$ cat config.mk
export PLATFORM = sky130hd
export DESIGN_NAME = pipelined_control_path
export DESIGN_NICKNAME = d
export VERILOG_FILES = /design/src/rtl/pipelined_control_path.sv
export SDC_FILE = /design/constraint.sdc
export NUM_CORES = 1
export LEC_CHECK = 0
export BUFFER_PORTS_ARGS = -buffer_cell sky130_fd_sc_hd__buf_2
export CAP_MARGIN = 20
export CELL_PAD_IN_SITES_DETAIL_PLACEMENT = 1
export CELL_PAD_IN_SITES_GLOBAL_PLACEMENT = 1
export CORE_UTILIZATION = 43
export CTS_CLUSTER_DIAMETER = 60
export CTS_CLUSTER_SIZE = 10
export DETAILED_ROUTE_END_ITERATION = 16
export PLACE_DENSITY = 0.89
export SKIP_CTS_REPAIR_TIMING = 1
export SLEW_MARGIN = 20
export SYNTH_ARGS = -nofsm -noshare
export SYNTH_HDL_FRONTEND = slang
export SYNTH_SLANG_ARGS = --single-unit
$ cat constraint.sdc
create_clock -name clk -period 4.02 [get_ports clk]
set_input_delay 0.804 -clock clk [delete_from_list [all_inputs] [get_ports clk]]
set_output_delay 0.804 -clock clk [all_outputs]
set_load 0.02 [all_outputs]
$ cat src/rtl/pipelined_control_path.sv
// pipelined_control_path: five-stage RV32I control path with D/E, E/M, M/W control registers and hazard unit
// Ports: clk, rst (async, active-high); InstrD, ZeroE in; ImmSrcD decoded in D; ALUControlE/ALUSrcAE/ALUSrcBE/PCSrcE/IllegalE
// from D/E; MemWriteM/AddressingControlM from E/M; RegWriteW/ResultSrcW/RdW from M/W; StallF/StallD/FlushD/FlushE and
// ForwardAE/ForwardBE from the hazard unit.
module pipelined_control_path #(
    parameter int REG_ADDR_W = 5,
    parameter bit FORWARDING = 1'b1
) (
    input  logic                  clk,
    input  logic                  rst,
    input  logic [31:0]           InstrD,
    input  logic                  ZeroE,
    output logic [2:0]            ImmSrcD,
    output logic [3:0]            ALUControlE,
    output logic                  ALUSrcAE,
    output logic                  ALUSrcBE,
    output logic [1:0]            PCSrcE,
    output logic                  MemWriteM,
    output logic [2:0]            AddressingControlM,
    output logic                  RegWriteW,
    output logic [1:0]            ResultSrcW,
    output logic [REG_ADDR_W-1:0] RdW,
    output logic                  StallF,
    output logic                  StallD,
    output logic                  FlushD,
    output logic                  FlushE,
    output logic [1:0]            ForwardAE,
    output logic [1:0]            ForwardBE,
    output logic                  IllegalE
);
    typedef struct packed {
        logic                  reg_write;
        logic [1:0]            result_src;
        logic                  mem_write;
        logic [3:0]            alu_ctrl;
        logic                  src_a;
        logic                  src_b;
        logic                  branch;
        logic                  jal;
        logic                  jalr;
        logic [2:0]            f3;
        logic [2:0]            addr_ctrl;
        logic [REG_ADDR_W-1:0] rd;
        logic [REG_ADDR_W-1:0] rs1;
        logic [REG_ADDR_W-1:0] rs2;
        logic                  illegal;
    } de_t;
    typedef struct packed {
        logic                  reg_write;
        logic [1:0]            result_src;
        logic                  mem_write;
        logic [2:0]            addr_ctrl;
        logic [REG_ADDR_W-1:0] rd;
    } em_t;
    typedef struct packed {
        logic                  reg_write;
        logic [1:0]            result_src;
        logic [REG_ADDR_W-1:0] rd;
    } mw_t;
    de_t de_q, de_d, dec;
    em_t em_q, em_d;
    mw_t mw_q, mw_d;
    logic [6:0] op;
    logic [2:0] f3;
    logic [3:0] alu_op, br_alu;
    logic [REG_ADDR_W-1:0] rs1_d, rs2_d;
    logic is_r, is_i, is_ld, is_st, is_br, is_jal, is_jalr, is_lui, is_auipc, legal;
    logic use_rs1, use_rs2, hit_e, hit_m, lw_stall, raw_stall, taken, flush, stall;
    logic unused_bits;
    assign op          = InstrD[6:0];
    assign f3          = InstrD[14:12];
    assign rs1_d       = REG_ADDR_W'(InstrD[19:15]);
    assign rs2_d       = REG_ADDR_W'(InstrD[24:20]);
    assign unused_bits = ^{InstrD[31], InstrD[29:25]};
    assign is_r     = op == 7'b0110011;
    assign is_i     = op == 7'b0010011;
    assign is_ld    = op == 7'b0000011;
    assign is_st    = op == 7'b0100011;
    assign is_br    = op == 7'b1100011;
    assign is_jal   = op == 7'b1101111;
    assign is_jalr  = op == 7'b1100111;
    assign is_lui   = op == 7'b0110111;
    assign is_auipc = op == 7'b0010111;
    assign legal    = |{is_r, is_i, is_ld, is_st, is_br, is_jal, is_jalr, is_lui, is_auipc};
    assign use_rs1  = is_r | is_i | is_ld | is_st | is_br | is_jalr;
    assign use_rs2  = is_r | is_st | is_br;
    // Only R-type distinguishes ADD/SUB by funct7; shifts use bit 30 for both R and I.
    assign alu_op = f3 == 3'b000 ? ((is_r && InstrD[30]) ? 4'd1 : 4'd0) :
                    f3 == 3'b001 ? 4'd5 :
                    f3 == 3'b010 ? 4'd8 :
                    f3 == 3'b011 ? 4'd9 :
                    f3 == 3'b100 ? 4'd4 :
                    f3 == 3'b101 ? (InstrD[30] ? 4'd7 : 4'd6) :
                    f3 == 3'b110 ? 4'd3 : 4'd2;
    assign br_alu  = f3[2] ? (f3[1] ? 4'd9 : 4'd8) : 4'd1;
    assign ImmSrcD = is_st ? 3'b001 : is_br ? 3'b010 : is_jal ? 3'b011 : (is_lui | is_auipc) ? 3'b100 : 3'b000;
    always_comb begin
        dec            = '0;
        dec.reg_write  = is_r | is_i | is_ld | is_jal | is_jalr | is_lui | is_auipc;
        dec.result_src = is_ld ? 2'b01 : (is_jal | is_jalr) ? 2'b10 : 2'b00;
        dec.mem_write  = is_st;
        dec.alu_ctrl   = (is_r | is_i) ? alu_op : is_br ? br_alu : is_lui ? 4'd10 : 4'd0;
        dec.src_a      = is_auipc;
        dec.src_b      = is_i | is_ld | is_st | is_jalr | is_lui | is_auipc;
        dec.branch     = is_br;
        dec.jal        = is_jal;
        dec.jalr       = is_jalr;
        dec.f3         = legal ? f3 : 3'b000;
        dec.addr_ctrl  = (is_ld | is_st) ? f3 : 3'b000;
        dec.rd         = legal ? REG_ADDR_W'(InstrD[11:7]) : '0;
        dec.rs1        = legal ? rs1_d : '0;
        dec.rs2        = legal ? rs2_d : '0;
        dec.illegal    = !legal;
    end
    // Hazard detection only looks at source fields the D-stage format really reads.
    assign hit_e = de_q.rd != '0 && ((use_rs1 && rs1_d == de_q.rd) || (use_rs2 && rs2_d == de_q.rd));
    assign hit_m = em_q.rd != '0 && ((use_rs1 && rs1_d == em_q.rd) || (use_rs2 && rs2_d == em_q.rd));
    assign lw_stall  = de_q.result_src == 2'b01 && hit_e;
    // Without forwarding, wait until the producer reaches W (regfile writes before it reads).
    assign raw_stall = !FORWARDING && ((de_q.reg_write && hit_e) || (em_q.reg_write && hit_m));
    assign taken = de_q.branch && ((de_q.f3 == 3'b000 || de_q.f3 == 3'b101 || de_q.f3 == 3'b111) ? ZeroE :
                                   (de_q.f3 == 3'b001 || de_q.f3 == 3'b100 || de_q.f3 == 3'b110) ? !ZeroE : 1'b0);
    assign PCSrcE = de_q.jalr ? 2'b10 : (de_q.jal || taken) ? 2'b01 : 2'b00;
    assign flush  = PCSrcE != 2'b00;
    assign stall  = !flush && (lw_stall || raw_stall);
    assign StallF = stall;
    assign StallD = stall;
    assign FlushD = flush;
    assign FlushE = flush || stall;
    assign ForwardAE = (FORWARDING && em_q.reg_write && em_q.rd != '0 && em_q.rd == de_q.rs1) ? 2'b10 :
                       (FORWARDING && mw_q.reg_write && mw_q.rd != '0 && mw_q.rd == de_q.rs1) ? 2'b01 : 2'b00;
    assign ForwardBE = (FORWARDING && em_q.reg_write && em_q.rd != '0 && em_q.rd == de_q.rs2) ? 2'b10 :
                       (FORWARDING && mw_q.reg_write && mw_q.rd != '0 && mw_q.rd == de_q.rs2) ? 2'b01 : 2'b00;
    assign de_d = FlushE ? '0 : dec;
    assign em_d = '{reg_write: de_q.reg_write, result_src: de_q.result_src, mem_write: de_q.mem_write,
                    addr_ctrl: de_q.addr_ctrl, rd: de_q.rd};
    assign mw_d = '{reg_write: em_q.reg_write, result_src: em_q.result_src, rd: em_q.rd};
    always_ff @(posedge clk or posedge rst) begin
        if (rst) begin
            de_q <= '0;
            em_q <= '0;
            mw_q <= '0;
        end else begin
            de_q <= de_d;
            em_q <= em_d;
            mw_q <= mw_d;
        end
    end
    assign ALUControlE        = de_q.alu_ctrl;
    assign ALUSrcAE           = de_q.src_a;
    assign ALUSrcBE           = de_q.src_b;
    assign IllegalE           = de_q.illegal;
    assign MemWriteM          = em_q.mem_write;
    assign AddressingControlM = em_q.addr_ctrl;
    assign RegWriteW          = mw_q.reg_write;
    assign ResultSrcW         = mw_q.result_src;
    assign RdW                = mw_q.rd;
endmodule

== After elaboration in Yosys (flattened, before gate mapping) ==
Cells that the tools add are included.
Word-level totals
  flip-flop bits (word level): 55
  bits of input ports: 35
  output and inout bits: 32
  logic and storage cells: 133
Operators by class
  eq/ne operators: 27
  multiplexer cells: 34
  bitwise operators: 19
  reductions and logical operators: 30
Operators by type and width (number)
  $mux W35: 1
  $mux W4: 8
  $eq A5 B5 Y1: 6
  $mux W3: 8
  $eq A3 B3 Y1 const B: 7
  $eq A7 B6 Y1 const B: 3
  $eq A7 B7 Y1 const B: 3
  $or A1 B1 Y1: 19
  $mux W5: 3
  $reduce_bool A5 Y1: 3
  $eq A7 B5 Y1 const B: 2
  $logic_and A1 B1 Y1: 13
  $mux W2: 5
  $mux W1: 9
  $reduce_or A9 Y1: 1
  $eq A7 B2 Y1 const B: 1
  $logic_or A1 B1 Y1: 7
  $eq A3 B1 Y1 const B: 2
  $eq A3 B2 Y1 const B: 2
  $logic_not A3 Y1: 2
  $logic_not A1 Y1: 3
  $eq A2 B1 Y1 const B: 1
  $reduce_bool A2 Y1: 1

== Longest topological paths before layout ==
  word-level depth: 14
  depth in mapped cells: 7
  depth with buffers taken out: 5

== Worst setup path after synthesis ==
No wires, ideal clock.
  path kind: in2out
  from: in InstrD[6]
  to: out ImmSrcD[0]
  arrival time: 2454 ps
  data required time: 3216 ps
  slack: 762 ps
  cell stages on the path: 3
  path buffers: 1
  path through: buf_2 > or3_1 > a2111oi_0
On the way
  word-level cells in the longest chain between the ends: 4
  elaborated cells between the ends (all ways): 6
  those cells by class: 3 x eq/ne; 3 x mux
RTL lines
  from (decl): RTL line 11  | input logic [31:0] InstrD,
  $eq A7 B7 Y1: RTL line 80  | assign is_jal = op == 7'b1101111;
  $mux W3 (2 in series): RTL line 96  | assign ImmSrcD = is_st ? 3'b001 : is_br ? 3'b010 : is_jal ? 3'b011 : (is_lui | is_auipc) ? 3'b100 : 3'b000;
  $mux W3 *: RTL line 96
  to (decl): RTL line 13  | output logic [2:0] ImmSrcD,
Every way passes the cells marked *; elsewhere a longest branch is shown, timed or not.

== Final worst setup path ==
  from: reg em_q[1] in the netlist's numbering
  to: out ForwardAE[0]
On the way
  word-level cells in the longest chain between the ends: 4
  elaborated cells between the ends (all ways): 5
  those cells by class: 1 x eq/ne; 1 x mux; 3 x reduce/logical
RTL lines
  from (decl): RTL line 61  | em_t em_q, em_d;
  from (signal assigned): RTL line 145  | em_q <= em_d;
  $reduce_bool A5 Y1: RTL line 130  | assign ForwardAE = (FORWARDING && em_q.reg_write && em_q.rd != '0 && em_q.rd == de_q.rs1) ? 2'b10 :
  $logic_and A1 B1 Y1: RTL line 130
  $logic_and A1 B1 Y1 *: RTL line 130
  $mux W2 *: RTL line 130
  to (decl): RTL line 27  | output logic [1:0] ForwardAE,
Marked as above.

==> results.cfg <==
[run_status]
status = finished, final reports clean

[clocking]
clkLatencyLatePin_ns = 0.30
htreeDepth = 2
clock_path_buffers = 2
cts.clk_slew.worst_paths_ns = 0.10
cts.sinks = 55
numCtsBuffers = 5
cts-root-buf = clkbuf_8
tritoncts = built

[synthesis]
ys_ff_latch = 55
syn-num-nets = 255
synthFlopType = dfrtp_1
ys_seq_area_frac = 0.561
async_flop_share = 1.00
synth_cell_type_count = 36
yosys_warnings = 0
synth_edf_count = 0
syn_inst = 220
avgSynthCellArea_um2 = 11.2
syn_area_um2 = 2450

[power_and_ir_drop]
power.leakage_nw = 1.60
power_density_nw_per_um2 = 356
ir_worst_vdd_v = 0.000157

[drt]
viasPerCell = 5.33
drc_errors = 0
num_vias = 1824
dr.pass1.iters = 4
ant_nets = 0
wire_per_inst_um = 17.0
initialDrtViolationCount = 76
wl_mm = 5.80

[critical_path]
critPathLaunchType = register
cp.required_ns = 3.22
reg2reg_from = de_q[12]
arrival_ns = 2.22
startpoint = em_q[1]
timing.setup.critical_path_class = reg -> out
critPathCaptureType = output port
critPathMaxFanout = 4

[global_routing]
grt_start_max_net_pins = 56
overflow = 0
grt_pass1_vias = 1896
grt_usage = 0.205
grt_pass1_wl_mm = 9.43
antenna_found_initial = 0

[place]
dp_hpwl_mm = 4.29
dp_slack_ns = 1.01
io_buffers = 60
place_congestion = 0.863

[timing]
tightest_slew_ns = 0.906
slew_headroom = 0.395
finalSetupViolCount = 0
finalClockSkew_ns = 0.0122
finalMaxSlewViolations = 0
max_freq_mhz = 331
rsz0062_at_grt = false
setup_ws_ns = 1.00
tns_ns = 0
min_period_ns = 3.02
finalCritPeriodShare = 0.751
finalHoldViolCount = 0

[floorplan]
die_height_um = 77.6
rows = 27
fp.dieArea_um2 = 6010
core-area_um2 = 5510
ios = 67
start_util = 0.446
die_w_um = 77.6

[cells_and_area]
areaGrowthSynthToFinish_pct = 15.8
drive_gt1_frac = 0.267
num-fill-cells = 650
mostFrequentLayoutCell = buf_2
diodes = 0
layout_common_cells = buf_2, dfrtp_1, xor2_1, and3_1, nor4_1
final_net_count = 305

[min_path]
min_from = em_q[9]
worstHoldPathType = reg -> reg

[flow_run]
drv_cap = 0
==> worst max-delay path, cell delays in order (launching register included) <==
cell,delay (ns)
dfrtp_1,0.44
or4_1,0.53
o21ai_1,0.21
nor4_1,0.12
nor4_1,0.38
buf_2,0.24
==> cell type report <==
class                           instances  area, um2  area share
Sequential cell                        55       1380       0.484
Timing Repair Buffer                   61        308       0.108
Multi-Input combinational cell        139        935       0.329
Clock inverter                          1       30.0      0.0106
Clock buffer                            6       72.6      0.0255
Tap cell                               72       90.1      0.0317
Inverter                                8       31.3      0.0110
==> per-layer routing <==
layer  vias to the layer above  part of all wire  GRT usage
met5                         -                 0          0
met4                         0             0.020     0.0660
met3                        11             0.046     0.0329
met2                        61              0.48      0.338
met1                       890              0.45      0.278
li1                        862                 -          -
==> power breakdown <==
part | total, mW | switching (mW) | internal, mW
sequential | 0.569 | 0.00757 | 0.561
clock | 0.349 | 0.166 | 0.183
combinational | 0.0929 | 0.0592 | 0.0337
total | 1.01 | 0.233 | 0.778
==> registers in the layout (all words and copies together), names as in the netlist <==
| name | count |
|---|---|
| RdW | 5 |
| ALUControlE | 4 |
| ResultSrcW | 2 |
| ALUSrcBE | 1 |
| de_q | 28 |
| RegWriteW | 1 |
| AddressingControlM | 3 |
| ALUSrcAE | 1 |
| IllegalE | 1 |
| MemWriteM | 1 |
| em_q | 8 |
==> logic make-up after synthesis <==
kind of cell / Yosys count / share of synthesized area
and+or+nand+nor: 84 / 0.205
muxes: 1 / 0.00408
xor gates and xnor gates: 32 / 0.114
AOI/OAI and AO/OA: 22 / 0.0576
DFF: 55 / 0.561
buffers and inverters: 26 / 0.0586
==> final timing paths <==
| check | endpoint | slack [ns] | cells past startpoint |
|---|---|---|---|
| max in group asynchronous | AddressingControlM[0] | 2.82 | 2 |
| setup reg to reg | de_q[20] | 1.73 | 5 |
| min in group asynchronous | RdW[4] | 0.66 | 2 |
| setup / recovery | ForwardAE[0] | 1.00 | 5 |
| hold / removal | ResultSrcW[0] | 0.36 | 0 |
| hold reg to reg | ResultSrcW[0] | 0.36 | 0 |
==> cell usage after synthesis, drive strengths merged, types with 4 or more instances <==
| cell | n | area (um2) |
|---|---|---|
| a21oi | 6 | 30.0 |
| and3 | 18 | 113 |
| buf | 14 | 98.8 |
| clkbuf | 4 | 15.0 |
| dfrtp | 55 | 1380 |
| inv | 8 | 30.0 |
| nand2 | 9 | 33.8 |
| nand3 | 6 | 30.0 |
| nor2 | 9 | 33.8 |
| nor3 | 7 | 35.0 |
| nor4 | 14 | 87.6 |
| o21ai | 4 | 20.0 |
| or4 | 5 | 37.5 |
| xnor2 | 12 | 105 |
| xor2 | 20 | 175 |
==> stage by stage <==
step	hold slack (ns)	utilization	power [mW]	cell area [um2]	instances
detailed placement	0.336	0.497	0.672	2740	335
finish	0.356	0.516	1.01	2840	342
CTS	0.360	0.516	1.01	2840	342
floorplan	0.331	-	0.636	2450	220
global placement	0.334	0.497	0.668	2740	335
global route	0.364	0.516	1.05	2840	342
Power figures use the tool's default switching activity.
